==> config.mk <==
export PLATFORM = sky130hd
export DESIGN_NAME = cnn_layer_accel_weight_sequence_gen
export DESIGN_NICKNAME = d
export VERILOG_FILES = /design/src/rtl/cnn_layer_accel_weight_sequence_gen.sv
export SDC_FILE = /design/constraint.sdc
export NUM_CORES = 1
export LEC_CHECK = 0
export CAP_MARGIN = 25
export CORE_MARGIN = 2
export CORE_UTILIZATION = 55
export CTS_BUF_LIST = sky130_fd_sc_hd__clkbuf_16
export DETAILED_ROUTE_END_ITERATION = 10
export GPL_ROUTABILITY_DRIVEN = 0
export PLACE_DENSITY_LB_ADDON = 0.3
export SLEW_MARGIN = 5
export SYNTH_ARGS = -nofsm -noshare
export SYNTH_HDL_FRONTEND = slang
export SYNTH_SLANG_ARGS = --single-unit
==> constraint.sdc <==
create_clock -name clk -period 4.8 [get_ports clk]
set_input_delay 0.48 -clock clk [delete_from_list [all_inputs] [get_ports clk]]
set_output_delay 0.48 -clock clk [all_outputs]
set_load 0.1 [all_outputs]
==> src/rtl/cnn_layer_accel_weight_sequence_gen.sv <==
// Weight sequence generator: steps (gray_code, sequence_selector, seq_data_addr)
// through cfg_num_passes passes of SEQ_LEN entries for the weight sequence table.
//
// state | meaning
// IDLE  | waiting for start
// RUN   | presenting entries; one entry consumed per seq_valid & advance
// DONE  | one-cycle completion pulse, returns to IDLE
module cnn_layer_accel_weight_sequence_gen #(
  parameter int SEQ_LEN = 5,
  parameter int PASS_W  = 8
) (
  input  logic              clk,
  input  logic              rst,
  input  logic              start,
  input  logic              abort,
  input  logic [PASS_W-1:0] cfg_num_passes,
  input  logic              cfg_sel_init,
  input  logic              advance,
  output logic [1:0]        gray_code,
  output logic              sequence_selector,
  output logic [2:0]        seq_data_addr,
  output logic              seq_valid,
  output logic              wht_valid,
  output logic              busy,
  output logic              done
);

  typedef enum logic [1:0] {IDLE, RUN, DONE} state_t;

  localparam logic [2:0] LAST_ADDR = 3'(SEQ_LEN - 1);

  state_t            state, state_nxt;
  logic [PASS_W-1:0] pass_cnt, pass_cnt_nxt;
  logic [PASS_W-1:0] num_passes, num_passes_nxt;
  logic [1:0]        gray_nxt;
  logic              sel_nxt;
  logic [2:0]        addr_nxt;
  logic              consume;
  logic              last_pass;

  assign seq_valid = (state == RUN);
  assign done      = (state == DONE);
  assign busy      = (state == RUN) || (state == DONE);
  assign consume   = seq_valid && advance;
  assign last_pass = (pass_cnt + PASS_W'(1)) == num_passes;

  always_ff @(posedge clk or negedge rst) begin
    if (!rst) state <= IDLE;
    else      state <= state_nxt;
  end

  always_comb begin
    state_nxt      = state;
    pass_cnt_nxt   = pass_cnt;
    num_passes_nxt = num_passes;
    gray_nxt       = gray_code;
    sel_nxt        = sequence_selector;
    addr_nxt       = seq_data_addr;
    case (state)
      IDLE: begin
        if (start) begin
          if (cfg_num_passes != '0) begin
            state_nxt      = RUN;
            num_passes_nxt = cfg_num_passes;
            pass_cnt_nxt   = '0;
            gray_nxt       = 2'b00;
            sel_nxt        = cfg_sel_init;
            addr_nxt       = 3'd0;
          end else begin
            state_nxt = DONE;
          end
        end
      end
      RUN: begin
        if (abort) begin
          state_nxt = IDLE;
        end else if (consume) begin
          if (seq_data_addr != LAST_ADDR) begin
            addr_nxt = seq_data_addr + 3'd1;
          end else if (last_pass) begin
            state_nxt = DONE;
          end else begin
            addr_nxt     = 3'd0;
            pass_cnt_nxt = pass_cnt + PASS_W'(1);
            // 00->01->11->10->00; selector flips when the cycle of four closes
            gray_nxt     = {gray_code[0], ~gray_code[1]};
            if (gray_code == 2'b10) sel_nxt = ~sequence_selector;
          end
        end
      end
      DONE: state_nxt = IDLE;
      default: state_nxt = IDLE;
    endcase
  end

  always_ff @(posedge clk or negedge rst) begin
    if (!rst) begin
      pass_cnt          <= '0;
      num_passes        <= '0;
      gray_code         <= 2'b00;
      sequence_selector <= 1'b0;
      seq_data_addr     <= 3'd0;
      wht_valid         <= 1'b0;
    end else begin
      pass_cnt          <= pass_cnt_nxt;
      num_passes        <= num_passes_nxt;
      gray_code         <= gray_nxt;
      sequence_selector <= sel_nxt;
      seq_data_addr     <= addr_nxt;
      wht_valid         <= consume;
    end
  end

endmodule

======== Word-level counts from Yosys, hierarchy flattened ========
Index checks and enable logic that the tools add are counted.
operators by class
  eq/ne operators ......................... 16
  add/sub/neg operators ................... 2
  bitwise logic cells ..................... 2
  reduce and logical (&&, ||, !) cells .... 10
  multiplexer cells ....................... 36
operators with widths
  kind                   count
  $mux W8                6
  $mux W2                12
  $mux W3                6
  $pmux W8 S2            1
  $ne A2 B2 Y1 const B   5
  $ne A3 B2 Y1 const B   3
  $add A8 B1 Y8 const B  1
  $eq A8 B8 Y1           1
  $pmux W2 S2            2
  $reduce_and A8 Y1      1
  $reduce_bool A8 Y1     1
  $mux W1                7
  $reduce_and A7 Y1      1
  $ne A3 B3 Y1 const B   2
  $pmux W3 S2            1
  $reduce_and A6 Y1      1
  $eq A2 B2 Y1 const B   2
  $ne A2 B1 Y1 const B   2
  $reduce_and A4 Y1      1
  $add A3 B1 Y3 const B  1
  $reduce_and A3 Y1      1
  $eq A2 B1 Y1 const B   1
  $logic_not A2 Y1       1
  $not A1 Y1             2
  other kinds (4)        4
word-level totals
  word-level logic and storage cells ...... 73
  output and inout port bits .............. 10
  flip-flop bits (word level) ............. 25

======== Logic depth before layout (Yosys ltp) ========
Gate-level depths: netlist of run 1.
  depth in word-level cells ............... 7
  gate-level depth with buffers ........... 10

======== Worst setup path before layout of run 1 ========
No wires, ideal clock.
  path kind ............................... register to register
  from .................................... register state[1]
  to ...................................... register sequence_selector
  setup slack ............................. 2.144 ns
  arrival ................................. 2.532 ns
  stages on the path, launching flop included .. 10
  clock period less this slack ............ 2.656 ns
  path through ............................ dfrtp_1 inv_1 ha_1 nand2_1 o22ai_1 a21boi_0 clkbuf_1 nand2_1 a32o_1 o21bai_1
on the way
  cells in the longest elaborated chain, start to end .. 4
  elaborated cells on any way between the ends .. 13
  classes of those cells .................. 8 x eq/ne; 1 x mux; 4 x reduce/logical
ends and longest elaborated chain
  element                             line  RTL
  start: declaration                  32    state_t state, state_nxt;
  start signal: assignment            49    else state <= state_nxt;
  $eq A2 B1 Y1 *                      41    assign seq_valid = (state == RUN);
  net seq_valid                       22    output logic seq_valid,
  $logic_and A1 B1 Y1                 44    assign consume = seq_valid && advance;
  $ne A2 B1 Y1 (no source line)       n/a
  $reduce_and A8 Y1 (no source line)  n/a
  end signal: assignment              108   sequence_selector <= sel_nxt;
  end: declaration                    20    output logic sequence_selector,
Mark *: on every way through the listed nets, which the timed path passes. The rest lies on a longest branch.
A chain may end at the register's enable or synchronous reset.

======== Final worst setup path of run 1 ========
  from .................................... register state[1]
  to ...................................... output seq_valid
on the way
  cells in the longest elaborated chain, start to end .. 1
ends and longest elaborated chain
  element           line
  $eq A2 B1 Y1      41
  end: declaration  22
No other way between the ends.

==> flow_summary.toml, run 1 <==
[clocking]
clock_latency_ns = 0.27
path_clk_slew_ns = 0.06
numCtsBuffers = 3
cts_resized = 0
post_cts_buffers = 0
cts.sinks = 25
ctsLongestPathBuffers = 2
htree_levels = 1
clock-root-buffer = "clkbuf_16"
hold_buffers = 0
cts_tree = "done"

[place]
hpwl_mm = 2.611
dp_slack_ns = 1.731
numPortBuffers = 23
dpl_cell_area_mm2 = 0.001898

[timing]
hold_ws_ns = 0.5313
period_minus_slack_ns = 3.177
hold_viol_final = 0
worstMarginPinSlew_ns = 0.9676
fin_ws_ns = 1.623
rsz0062_at_grt = "false"
setup_viol_count_final = 0
report.final.slew_viol_count = 0
skew_ns = 0.008932
slew_headroom = 0.3529
fin_crit_sh = 0.6619
fmax_ghz = 0.3148
setup-tns-final_ns = 0

[finish]
nets = 217
post-route-util = 0.7079
syn_to_final_growth_pct = 21.05
multi_input_area_um2 = 942.2
drive_above_1_share = 0.1020
fill_cells = 210
n_antenna_cell = 0
finalInstanceArea_mm2 = 0.001986
regArea_um2 = 625.6

[setup_path]
r2r_cells = 8
r2r-start = "state[1]"
arrival_ns = 2.70
reg2reg_to = "pass_cnt[2]"
start_kind = "flip-flop"
end_kind = "primary output"
cp.required_ns = 4.32
cp_max_fo = 22
r2r_slack_ns = 2.05
worstSetupPathType = "reg2out"

[synth]
syn_nets = 196
synth.area.top_cells = "dfrtp_1 (38%), mux2_2 (5.5%), nand2_1 (5.3%), ha_1 (4.6%), a21oi_1 (2.7%)"
yosysUniqueCellTypes = 49
syn_avg_cell_area_um2 = 9.320
synth_area_mm2 = 0.001640
synthArstFlopShare = 1.000
synthTopCellsByCount = "dfrtp_1 (25), nand2_1 (23), a21oi_1 (9)"
synth_top_area_frac = 0.3814
ys_ff_latch = 25
synth-edff-count = 0
synth_most_common_cell = "dfrtp_1"
yosysSeqAreaShare = 0.3814
synth_ff_type = "dfrtp_1"
synth_warnings = 0
syn_inst = 176
yosys.area.top_type = "dfrtp_1"

[global_routing]
first_global_vias = 1373
gr-total-overflow = 0
grt_pass1_wl_mm = 6.078
grt_max_degree = 23
grt_usage = 0.2270
antenna_found_initial = 0

[power_and_ir_drop]
p_int_w = 0.0006208
pwr-share-comb = 0.568
share_seq_of_total_power = 0.280
p_sw_frac = 0.4985
switchingPower_w = 0.0006172
clockPowerShare = 0.152
p_per_area_mw_per_mm2 = 623.5
leakagePower_nw = 0.8006
ir_drop_mv = 0.4804

[worst_hold_path]
hp-start = "num_passes[1]"
hp-class = "reg2reg"
min_path_cells = 1
hold_end = "num_passes[1]"

[routing]
via_per_inst = 6.313
dr.pass1.iters = 8
wl_mm = 3.570
ant_nets = 0
drc_errors = 2
vias = 1433
drt_iter0_drc = 74
wl_per_cell_um = 15.73

[floorplanning]
die_area_mm2 = 0.003435
core_area_mm2 = 0.002805
ios = 24
rows = 19
die_h_um = 58.61
initial_core_util = 0.5847
die_w_um = 58.61

[outcome]
violations = "DRC"
status = "finished, violations left"

[run]
max_cap_viol_count = 0
[layout by cell type, fill, tap and decap left out, types with 2 or more instances in the layout]
cell type | synthesis | layout
nand2_1 | 23 | 23
and2_1 | 4 | 4
ha_1 | 6 | 6
clkdlybuf4s50_1 | 0 | 23
nand3b_1 | 2 | 2
o22ai_1 | 3 | 3
nor2_1 | 6 | 6
nand4b_1 | 2 | 2
o21a_1 | 2 | 2
nor4b_1 | 3 | 3
nor3_1 | 5 | 5
or4_1 | 3 | 3
xor2_1 | 4 | 4
nand4_1 | 2 | 2
mux2_2 | 8 | 8
a41oi_1 | 3 | 3
clkbuf_16 | 0 | 3
a31oi_1 | 3 | 3
o21ai_0 | 3 | 3
inv_1 | 7 | 7
mux2i_1 | 3 | 3
nand3_1 | 2 | 2
a21oi_1 | 9 | 9
a211oi_1 | 3 | 3
dfrtp_1 | 25 | 25
and3_1 | 6 | 6
xnor2_1 | 4 | 4
o211ai_1 | 6 | 6
[how the worst max path moves through the flow]
stage / slack, ns / endpoint / depth (start not counted) / start
after floorplan: 2.14 / sequence_selector / 9 / state[1]
after global placement: 1.84 / pass_cnt[2] / 7 / cfg_num_passes[1]
after detailed placement: 1.73 / sequence_selector / 8 / state[1]
after CTS: 1.62 / seq_valid / 3 / state[1]
after global routing: 1.49 / seq_valid / 3 / state[1]
final: 1.62 / seq_valid / 3 / state[1]
[layer usage]
| metal | wire (um) | vias to the layer above | GRT usage | part of all wire |
|---|---|---|---|---|
| met3 | 187 | 6 | 0.06813 | 0.052 |
| met2 | 1882 | 42 | 0.4093 | 0.53 |
| met5 | 0 | - | 0 | 0 |
| li1 | - | 693 | - | - |
| met4 | 40 | 0 | 0.03247 | 0.011 |
| met1 | 1459 | 692 | 0.2738 | 0.41 |
[area by class of cell]
| class | count | share of cell area |
|---|---|---|
| Tap cell | 31 | 0.01953 |
| Clock buffer | 3 | 0.03781 |
| Multi-Input combinational cell | 134 | 0.4745 |
| Clock inverter | 1 | 0.003781 |
| Sequential cell | 25 | 0.3151 |
| Inverter | 7 | 0.01323 |
| Timing Repair Buffer | 26 | 0.1361 |
[worst max-delay path, stage by stage (launching register included)]
cell and delay, ns:
dfrtp_1 0.39, inv_1 0.12, ha_1 0.65, clkdlybuf4s50_1 1.27
[power groups by stage]
stage / combinational (W) / clock (W) / sequential, W
finish: 0.000704 / 0.000188 / 0.000346
global route: 0.000760 / 0.000200 / 0.000358
CTS: 0.000702 / 0.000193 / 0.000348
detailed placement: 0.000701 / 0 / 0.000351
global placement: 0.000678 / 0 / 0.000344
floorplan: 0.000431 / 0 / 0.000471
[per-stage QoR]
step,power (W),cells
finish,0.001238,227
detailed placement,0.001051,222
global route,0.001318,227
CTS,0.001242,226
global placement,0.001021,221
floorplan,0.0009012,176
[cells by family (layout without fill, tap and decap cells)]
family,after synthesis,count (layout),share of synthesized area
fa+ha+maj,6,6,0.04577
buf+inv,17,37,0.04881
mux,11,11,0.07323
flops,25,25,0.3814
compound gates,45,45,0.1960
simple gates,64,64,0.2121
xor+xnor,8,8,0.04271
[sequential cells by signal, summed over array words and instances, names as in the netlist]
name / flops
gray_code: 2
num_passes: 8
pass_cnt: 8
seq_data_addr: 3
sequence_selector: 1
state: 2
wht_valid: 1
(Power assumes the default switching activity.)
==> run 2, diff against run 1 <==
- CORE_UTILIZATION: 55 -> 49
- clock period: 4.8 -> 2.73 ns (I/O delays scaled with it)
==> run 2 against run 1 <==
  * The flow now finishes without violations
  * Combinational power up 79%
  * Flip-flop and latch count stayed put
  * Die area increased by 11%
  * Clock power up 72%
  * Power grew 78%
  * Largest cell class unchanged
==> flow_summary.toml, run 2 (synthesis gave the netlist of run 1 again) <==
[finish]
syn_to_final_growth_pct = 21.13
n_antenna_cell = 0
multi_input_area_um2 = 948.4
drive_above_1_share = 0.1658
fill_cells = 283
regArea_um2 = 625.6
post-route-util = 0.6050
reg_top3 = "num_passes (8), pass_cnt (8), seq_data_addr (3)"
final_common_cell = "dfrtp_1"
mostFrequentLayoutCells = "dfrtp_1 (25), nand2_1 (23), buf_4 (16)"
nets = 220

[routing]
via_per_inst = 5.914
vias = 1449
drt_iter0_drc = 87
dr.pass1.iters = 4
drc_errors = 0
wl_per_cell_um = 15.40
ant_nets = 0
wl_mm = 3.774

[floorplanning]
die_area_mm2 = 0.003827
ios = 24
initial_core_util = 0.4994
rows = 21
core_area_mm2 = 0.003284
die_h_um = 61.86
die_w_um = 61.86

[clocking]
cts_resized = 0
hold_buffers = 0
clock_latency_ns = 0.26
cts_tree = "done"
cts.sinks = 25
post_cts_buffers = 0
clock-root-buffer = "clkbuf_16"
htree_levels = 1
numCtsBuffers = 3
ctsLongestPathBuffers = 2
path_clk_slew_ns = 0.06

[timing]
rsz0062_at_grt = "false"
period_minus_slack_ns = 2.508
hold_viol_final = 0
report.final.slew_viol_count = 0
fin_crit_sh = 0.9188
skew_ns = 0.002994
setup_viol_count_final = 0
slew_headroom = 0.6537
hold_ws_ns = 0.3732
worstMarginPinSlew_ns = 0.5187
setup-tns-final_ns = 0
fmax_ghz = 0.3987

[run]
max_cap_viol_count = 0

[place]
hpwl_mm = 2.752
numPortBuffers = 23

[setup_path]
start_kind = "flip-flop"
cp_max_fo = 10
arrival_ns = 2.68
worstSetupPathType = "reg2reg"
end_kind = "flip-flop"
cp.required_ns = 2.90

[power_and_ir_drop]
p_per_area_mw_per_mm2 = 1107
leakagePower_nw = 0.8316
ir_drop_mv = 0.5816

[global_routing]
antenna_found_initial = 0
grt_pass1_wl_mm = 6.009
first_global_vias = 1381
gr-total-overflow = 0
grt_max_degree = 26
grt_usage = 0.2111

[outcome]
status = "finished clean"

[worst_hold_path]
hp-class = "in2async"
## run 2: changes by cell type in the layout (fill, tap and decap cells not counted)
cell	delta
buf_16	-1
buf_2	-1
buf_4	+15
clkdlybuf4s50_1	-10
clkinvlp_4	-1
inv_1	+1
nor4b_1	-1
nor4b_2	+1
## run 2: per-stage QoR
step | area, um2 | instances | setup WS [ns] | power (W)
floorplan | 1640 | 176 | 0.07382 | 0.001584
global placement | 1902 | 241 | 0.2364 | 0.001823
detailed placement | 1902 | 241 | 0.1591 | 0.001869
CTS | 1981 | 245 | 0.1376 | 0.002198
global route | 1987 | 245 | 0.08499 | 0.002331
finish | 1987 | 245 | 0.2217 | 0.002199
## run 2: critical path, cell delays in order (launching register included)
cell and delay (ns):
dfrtp_1 0.49, ha_1 0.31, and3_1 0.31, a21oi_1 0.11, nor4b_2 0.27, o311ai_2 0.24, buf_4 0.24, o21a_1 0.22
a211oi_2 0.22
## run 2: path summary, 6_finish.rpt
path                               start             to  slack [ns]  depth (start not counted)
max                          pass_cnt[0]       state[1]        0.22                          8
min                                  rst    pass_cnt[3]        0.37                          2
max in group asynchronous            rst  num_passes[6]        2.11                          2
max reg2reg                  pass_cnt[0]       state[1]        0.22                          8
min in group clk           num_passes[3]  num_passes[3]        0.53                          1
min reg2reg                num_passes[3]  num_passes[3]        0.53                          1
## run 2: power breakdown
group	leakage, nW	switching (W)	internal [W]
Combinational	0.464	0.000857	0.000408
Clock	0.0423	0.000127	0.000196
Sequential	0.325	0.000121	0.000490
## run 2: layout make-up
| cell class | count | share of cell area |
|---|---|---|
| inverters | 7 | 0.01322 |
| clock buffers | 3 | 0.03778 |
| repair buffers | 29 | 0.1259 |
| multi-input cells | 134 | 0.4773 |
| well taps | 46 | 0.02897 |
| clock inverters | 1 | 0.001889 |
| flip-flops and latches | 25 | 0.3149 |
## run 2: routing by layer
metal	share of wire	global-route usage	vias to the layer above
met3	0.046	0.03106	6
met2	0.50	0.3594	44
met5	0	0	-
met4	0.017	0.09422	0
li1	-	-	701
met1	0.43	0.2649	698
